==> src/rtl/natv_pkg.sv <==
// Shared types for the natv bus master: copy-engine state encoding and write-strobe values.
// Pure declarations; no logic, latency or backpressure of its own.
package natv_pkg;

   typedef enum logic [2:0] {
      ST_IDLE,
      ST_RD,
      ST_WSET,
      ST_WR,
      ST_NEXT,
      ST_FIN
   } natv_state_t;

   localparam logic [3:0] NATV_WSTRB_RD = 4'h0;
   localparam logic [3:0] NATV_WSTRB_WR = 4'hF;

endpackage

==> src/rtl/natv_timeout_cnt.sv <==
// Per-transfer ready timeout: counts waiting cycles; expired_o is combinational in the waiting
// cycle that reaches TIMEOUT_CYC (never asserts when TIMEOUT_CYC is 0).
module natv_timeout_cnt #(
   parameter int TIMEOUT_CYC = 255
) (
   input  logic clk_i,
   input  logic rst_i,
   input  logic clr_i,
   input  logic en_i,
   output logic expired_o
);

   localparam int CW = (TIMEOUT_CYC < 2) ? 1 : $clog2(TIMEOUT_CYC + 1);

   logic [CW-1:0] cnt_q, cnt_d;

   always_comb begin
      cnt_d = cnt_q;
      if (clr_i) begin
         cnt_d = '0;
      end else if (en_i) begin
         cnt_d = cnt_q + CW'(1);
      end
   end

   always_ff @(posedge clk_i) begin
      if (rst_i) begin
         cnt_q <= '0;
      end else begin
         cnt_q <= cnt_d;
      end
   end

   // cnt_q holds the waiting cycles already spent, so this cycle is number cnt_q+1.
   assign expired_o = (TIMEOUT_CYC != 0) && en_i && (cnt_q == CW'(TIMEOUT_CYC - 1));

endmodule

==> src/rtl/natv_dma_initiator.sv <==
// Word-copy engine mastering the natv bus: one read then one write per word, 6 cycles/word with a
// 1-cycle responder; waits on natv_ready_i per transfer, bounded by TIMEOUT_CYC; cmd_ready_o only in IDLE.
module natv_dma_initiator
   import natv_pkg::*;
#(
   parameter int TIMEOUT_CYC = 255,
   parameter int LEN_W       = 16
) (
   input  logic             clk_i,
   input  logic             rst_i,
   input  logic             cmd_valid_i,
   output logic             cmd_ready_o,
   input  logic [31:0]      cmd_src_i,
   input  logic [31:0]      cmd_dst_i,
   input  logic [LEN_W-1:0] cmd_len_i,
   input  logic             cmd_src_inc_i,
   input  logic             cmd_dst_inc_i,
   input  logic             abort_i,
   output logic             busy_o,
   output logic             done_o,
   output logic             err_o,
   output logic [LEN_W-1:0] xfer_cnt_o,
   output logic             natv_valid_o,
   output logic [31:0]      natv_addr_o,
   output logic [31:0]      natv_wdata_o,
   output logic [3:0]       natv_wstrb_o,
   input  logic [31:0]      natv_rdata_i,
   input  logic             natv_ready_i
);

   natv_state_t      state_q, state_d;
   logic [31:0]      src_q, src_d, dst_q, dst_d, data_q, data_d;
   logic [LEN_W-1:0] len_q, len_d, cnt_q, cnt_d;
   logic             src_inc_q, src_inc_d, dst_inc_q, dst_inc_d;
   logic             abort_q, abort_d, err_q, err_d;
   logic             in_xfer, tmo_expired;

   assign in_xfer = (state_q == ST_RD) || (state_q == ST_WR);

   // Counter is held clear outside RD/WR, so it restarts on every entry to a transfer.
   natv_timeout_cnt #(
      .TIMEOUT_CYC (TIMEOUT_CYC)
   ) u_tmo (
      .clk_i     (clk_i),
      .rst_i     (rst_i),
      .clr_i     (!in_xfer),
      .en_i      (in_xfer && !natv_ready_i),
      .expired_o (tmo_expired)
   );

   always_comb begin
      state_d   = state_q;
      src_d     = src_q;
      dst_d     = dst_q;
      data_d    = data_q;
      len_d     = len_q;
      cnt_d     = cnt_q;
      src_inc_d = src_inc_q;
      dst_inc_d = dst_inc_q;
      err_d     = err_q;
      abort_d   = abort_q || ((state_q != ST_IDLE) && abort_i);
      case (state_q)
         ST_IDLE: begin
            if (cmd_valid_i) begin
               src_d     = cmd_src_i & 32'hFFFF_FFFC;
               dst_d     = cmd_dst_i & 32'hFFFF_FFFC;
               len_d     = cmd_len_i;
               src_inc_d = cmd_src_inc_i;
               dst_inc_d = cmd_dst_inc_i;
               cnt_d     = '0;
               abort_d   = 1'b0;
               err_d     = 1'b0;
               state_d   = (cmd_len_i == '0) ? ST_FIN : ST_RD;
            end
         end
         ST_RD: begin
            // A ready arriving in the expiring cycle still completes the transfer.
            if (natv_ready_i) begin
               data_d  = natv_rdata_i;
               state_d = ST_WSET;
            end else if (tmo_expired) begin
               err_d   = 1'b1;
               state_d = ST_FIN;
            end
         end
         ST_WSET: state_d = ST_WR;
         ST_WR: begin
            if (natv_ready_i) begin
               cnt_d   = cnt_q + LEN_W'(1);
               state_d = ST_NEXT;
            end else if (tmo_expired) begin
               err_d   = 1'b1;
               state_d = ST_FIN;
            end
         end
         ST_NEXT: begin
            src_d   = src_inc_q ? src_q + 32'd4 : src_q;
            dst_d   = dst_inc_q ? dst_q + 32'd4 : dst_q;
            state_d = ((cnt_q == len_q) || abort_q) ? ST_FIN : ST_RD;
         end
         ST_FIN:  state_d = ST_IDLE;
         default: state_d = ST_IDLE;
      endcase
   end

   always_ff @(posedge clk_i) begin
      if (rst_i) begin
         state_q   <= ST_IDLE;
         src_q     <= '0;
         dst_q     <= '0;
         data_q    <= '0;
         len_q     <= '0;
         cnt_q     <= '0;
         src_inc_q <= 1'b0;
         dst_inc_q <= 1'b0;
         abort_q   <= 1'b0;
         err_q     <= 1'b0;
      end else begin
         state_q   <= state_d;
         src_q     <= src_d;
         dst_q     <= dst_d;
         data_q    <= data_d;
         len_q     <= len_d;
         cnt_q     <= cnt_d;
         src_inc_q <= src_inc_d;
         dst_inc_q <= dst_inc_d;
         abort_q   <= abort_d;
         err_q     <= err_d;
      end
   end

   assign cmd_ready_o  = (state_q == ST_IDLE);
   assign busy_o       = (state_q != ST_IDLE);
   assign done_o       = (state_q == ST_FIN);
   assign err_o        = (state_q == ST_FIN) && err_q;
   assign xfer_cnt_o   = cnt_q;
   assign natv_valid_o = in_xfer;
   assign natv_addr_o  = (state_q == ST_RD) ? src_q : ((state_q == ST_WR) ? dst_q : 32'h0);
   assign natv_wdata_o = ((state_q == ST_WSET) || (state_q == ST_WR)) ? data_q : 32'h0;
   assign natv_wstrb_o = (state_q == ST_WR) ? NATV_WSTRB_WR : NATV_WSTRB_RD;

endmodule

==> config.mk <==
export PLATFORM = sky130hd
export DESIGN_NAME = natv_dma_initiator
export DESIGN_NICKNAME = d
export VERILOG_FILES = /design/src/rtl/natv_pkg.sv /design/src/rtl/natv_timeout_cnt.sv /design/src/rtl/natv_dma_initiator.sv
export SDC_FILE = /design/constraint.sdc
export NUM_CORES = 1
export LEC_CHECK = 0
export CAP_MARGIN = 20
export CORE_MARGIN = 5
export CORE_UTILIZATION = 44
export DETAILED_ROUTE_END_ITERATION = 8
export PLACE_DENSITY_LB_ADDON = 0.15
export SYNTH_ARGS = -nofsm -noshare
export SYNTH_HDL_FRONTEND = slang
export SYNTH_SLANG_ARGS = --single-unit
==> constraint.sdc <==
create_clock -name clk_i -period 2.6 [get_ports clk_i]
set_clock_uncertainty 0.05 [all_clocks]
set_input_delay 0.39 -clock clk_i [delete_from_list [all_inputs] [get_ports clk_i]]
set_output_delay 0.39 -clock clk_i [all_outputs]
set_load 0.005 [all_outputs]
==> impl_metrics.csv <==
group,metric,value,unit
run_status,status,"finished, final reports clean",
worst_setup_path,endpoint_kind,"primary output",
worst_setup_path,crit_path_cell_trace,"nor2b_4 -> nor2b_4 -> bufbuf_16 -> a22o_1 -> clkdlybuf4s50_1",
timing,fin_tns_setup,0,ps
synthesis,mappedNetlistArea,0.00766,mm²
cts,cts.sinks,139,
synthesis,synth_edf_count,0,
worst_setup_path,critPathSlowestCell,"clkdlybuf4s50_1",
detailed_routing,dr.max_layer_used,"met5",
synthesis,yosys_warnings,0,
power,power.share.clock,44.3,%
power,cellPowerDensity,539,mW/mm²
worst_setup_path,cp_common_cell,"nor2b_4",
global_routing,grt_pass1_vias,7672,
die,die_w,142,µm
min_path,worstHoldEndpoint,"dst_q[29]",
synthesis,yosysSeqAreaShare,36.3,%
timing,slew_headroom,58.5,%
detailed_routing,met3_length,1820,µm
cts,cts-root-buf,"clkbuf_16",
power,max-vdd-ir-drop,483,µV
detailed_routing,drc,0,
worst_setup_path,r2r_start,"dst_q[2]",
die,core,0.0172,mm²
timing,tightest_slew,616,ps
timing,hold_violations,0,
timing,post-route-min-period,2550,ps
synthesis,synth_cell_type_count,68,
synthesis,synthTopCellsByArea,"dfxtp_1 (36%), nand2_1 (8.0%), a21oi_1 (6.9%), a22o_1 (3.4%), clkbuf_1 (3.2%)",
cts,clock_latency,420,ps
worst_setup_path,slowest_delay,500,ps
detailed_routing,finalWirelength,25200,µm
synthesis,synth_flop_cell,"dfxtp_1",
finish,fin_area,0.0108,mm²
cts,clkSlewWorstSetupHoldPaths,60,ps
die,die_y,142,µm
worst_setup_path,rrSetupSlack,200,ps
finish,area_delta_synth_final,40.8,%
detailed_routing,antenna_left,0,
worst_setup_path,r2r_cells,5,
die,die-area,0.0201,mm²
finish,diodes,0,
timing,finalSetupViolCount,0,
power,p_int,0.00430,W
worst_setup_path,cp.arrival,2110,ps
synthesis,ys_ff_latch,139,
timing,max_clock_freq,0.392,GHz
power,p_sw_share,25.9,%
finish,drive_gt1_share,9.44,%
synthesis,synthCells,1006,
placed_design,post-dp-hpwl,17600,µm
die,row_count,48,
worst_setup_path,crit_type,"flop to primary output",
global_routing,grt_max_degree,45,
detailed_routing,route.met2.wl,12200,µm
cts,cts_tree,"yes",
min_path,whs_path_depth,2,
worst_setup_path,cp_max_fo,16,
detailed_routing,wl_per_cell,17.6,µm
global_routing,grt_util_all_layers,24.4,%
cts,hold_buffers,0,
detailed_routing,routedLengthMet1,10500,µm
power,p_sw,0.00151,W
global_routing,grt_pass1_wl,39700,µm
detailed_routing,vias,8083,
worst_setup_path,rr_endpoint,"dst_q[28]",
placed_design,placed_cell_area,0.0100,mm²
finish,fill_cells,1570,
global_routing,overflow,0,
placed_design,preCtsSetupSlack,92.1,ps
finish,fin_nets,1319,
power,p_seq_share,41.0,%
worst_setup_path,start_kind,"flop",
worst_setup_path,crit_required,2160,ps
placed_design,io_buffers,201,
detailed_routing,via_per_inst,5.64,
synthesis,yosysTopAreaCell,"dfxtp_1",
timing,drv_slew,0,
detailed_routing,firstDrtPassIters,5,
timing,rsz0062_at_grt,"yes",
min_path,worstHoldPathType,"input port to flop",
worst_setup_path,timing.critical_path.buf_inv,2,
detailed_routing,dr.first_iter.drc_count,521,
placed_design,place_congestion,0.861,
cts,cts_max_level,4,
synthesis,yosysTopAreaCellShare,36.3,%
die,io_pins,208,
flow_run,drv_cap,0,
power,p_comb_share,14.6,%
global_routing,antenna_found_initial,2,
synthesis,synth_async_sr_flop_share,0,%
synthesis,syn_avg_cell_area,7.61,µm²
timing,period_share,98.2,%
finish,multi_input_area,0.00452,mm²
power,p_leak,3.86,nW
timing,setup_ws,47.4,ps
die,start_util,44.6,%
min_path,hp-start,"rst_i",
cts,cts_max_path_buffers,2,
cts,cts_buffers,17,
worst_setup_path,cp_top_family,"buffers and inverters",
finish,seq_area,0.00279,mm²
## worst register-to-register path, cell delays in order, from the launching register on
cell     delay (ps)
dfxtp_1         330
ha_1            190
nand4_2         170
or4_1           670
or4_4           570
a311o_1         320
## worst max-delay path by stage
| stage | cells past startpoint | start | endpoint |
|---|---|---|---|
| after floorplan | 6 | dst_q[2] | dst_q[28] |
| after global placement | 7 | cmd_valid_i | xfer_cnt_o[12] |
| after detailed placement | 7 | cmd_valid_i | xfer_cnt_o[14] |
| after CTS | 5 | state_q[1] | natv_addr_o[13] |
| after global routing | 5 | state_q[1] | natv_addr_o[9] |
| final | 5 | state_q[1] | natv_addr_o[9] |
## routing by layer
metal	vias up	track usage (%)
li1	3995	-
met1	3755	30.4
met2	278	41.0
met3	51	5.54
met4	4	9.75
met5	-	0
## power by group through the flow
stage / sequential, W / clock, W / combinational [W]
finish: 0.00238 / 0.00258 / 0.000849
global route: 0.00240 / 0.00271 / 0.000928
CTS: 0.00238 / 0.00261 / 0.000848
detailed placement: 0.00243 / 0 / 0.000816
global placement: 0.00243 / 0 / 0.000807
floorplan: 0.00239 / 0 / 0.000428
## repair_timing
action	4_1_cts	5_1_grt
setup buffers	2	2
gates cloned	1	1
pin swaps	1	2
gates resized for setup	8	7
setup endpoints to repair	62	30
## kinds of logic (layout without fill, tap and decap cells)
group | after synthesis | count (layout) | share of synthesized area [%]
AOI/OAI and AO/OA | 259 | 259 | 21.9
xor gates and xnor gates | 37 | 37 | 4.23
adders and majority gates | 5 | 5 | 0.817
buffers and inverters | 94 | 294 | 5.06
DFF | 139 | 139 | 36.3
muxes | 10 | 10 | 1.32
other | 1 | 2 | 0.0490
and+or+nand+nor | 461 | 461 | 30.3
## stage by stage
step	utilization (%)	cells	total power [W]	hold slack [ps]
final	62.8	1432	0.00581	362
after global routing	62.8	1432	0.00603	382
after CTS	62.5	1429	0.00583	349
after detailed placement	58.4	1395	0.00324	392
after global placement	58.4	1395	0.00323	380
after floorplan	-	1007	0.00281	367
## synth_stat cells (6+ instances only)
master / n
nand2_1: 164
dfxtp_1: 139
a21oi_1: 106
clkbuf_1: 66
nor2_1: 59
nand3_1: 47
and2_1: 38
o21ai_0: 35
a22o_1: 30
nor3_1: 28
nand4_1: 26
xnor2_1: 19
nor4_1: 18
xor2_1: 18
and3_1: 16
a211oi_1: 13
buf_2: 10
inv_1: 10
mux2i_1: 9
nor2b_1: 9
a22oi_1: 8
nand2b_1: 8
o22ai_1: 8
a21o_1: 7
and4_1: 6
buf_4: 6
o31ai_1: 6
or3_1: 6
or4_1: 6
## layout by cell type (no fill, tap or decap), types with 5 or more instances in the layout
cell | synthesis | layout
and2_0 | 5 | 5
o22ai_1 | 8 | 8
o31ai_1 | 6 | 6
a211oi_1 | 13 | 13
or4_1 | 6 | 6
xnor2_1 | 19 | 19
a31oi_1 | 5 | 5
and4_1 | 6 | 6
a21o_1 | 7 | 7
a21oi_1 | 106 | 104
nor4_1 | 18 | 18
and2_1 | 38 | 37
xor2_1 | 18 | 18
clkdlybuf4s50_1 | 0 | 196
inv_1 | 10 | 10
a22o_1 | 30 | 30
dfxtp_1 | 139 | 137
buf_4 | 6 | 44
nand2b_1 | 8 | 8
nand2_1 | 164 | 164
ha_1 | 5 | 5
o21ai_0 | 35 | 35
buf_12 | 0 | 6
or2_2 | 5 | 5
nor2_1 | 59 | 59
clkbuf_16 | 0 | 18
nand3_1 | 47 | 47
or3_1 | 6 | 6
and3_1 | 16 | 16
nor2b_1 | 9 | 6
nand4_1 | 26 | 26
a22oi_1 | 8 | 8
nor3_1 | 28 | 28
mux2i_1 | 9 | 9
## flip-flops by register name (all words and copies together), names as in the netlist
register	count
data_q	32
dst_q	30
src_q	30
len_q	16
xfer_cnt_o	16
u_tmo.cnt_q	8
state_q	3
abort_q	1
dst_inc_q	1
err_q	1
src_inc_q	1
## area by class of cell
type	count	share of cell area (%)
Clock buffer	17	3.94
Clock inverter	14	1.81
Inverter	10	0.348
Multi-Input combinational cell	774	41.9
Sequential cell	139	25.9
Tap cell	225	2.61
Timing Repair Buffer	253	23.5
(Power assumes the default switching activity.)
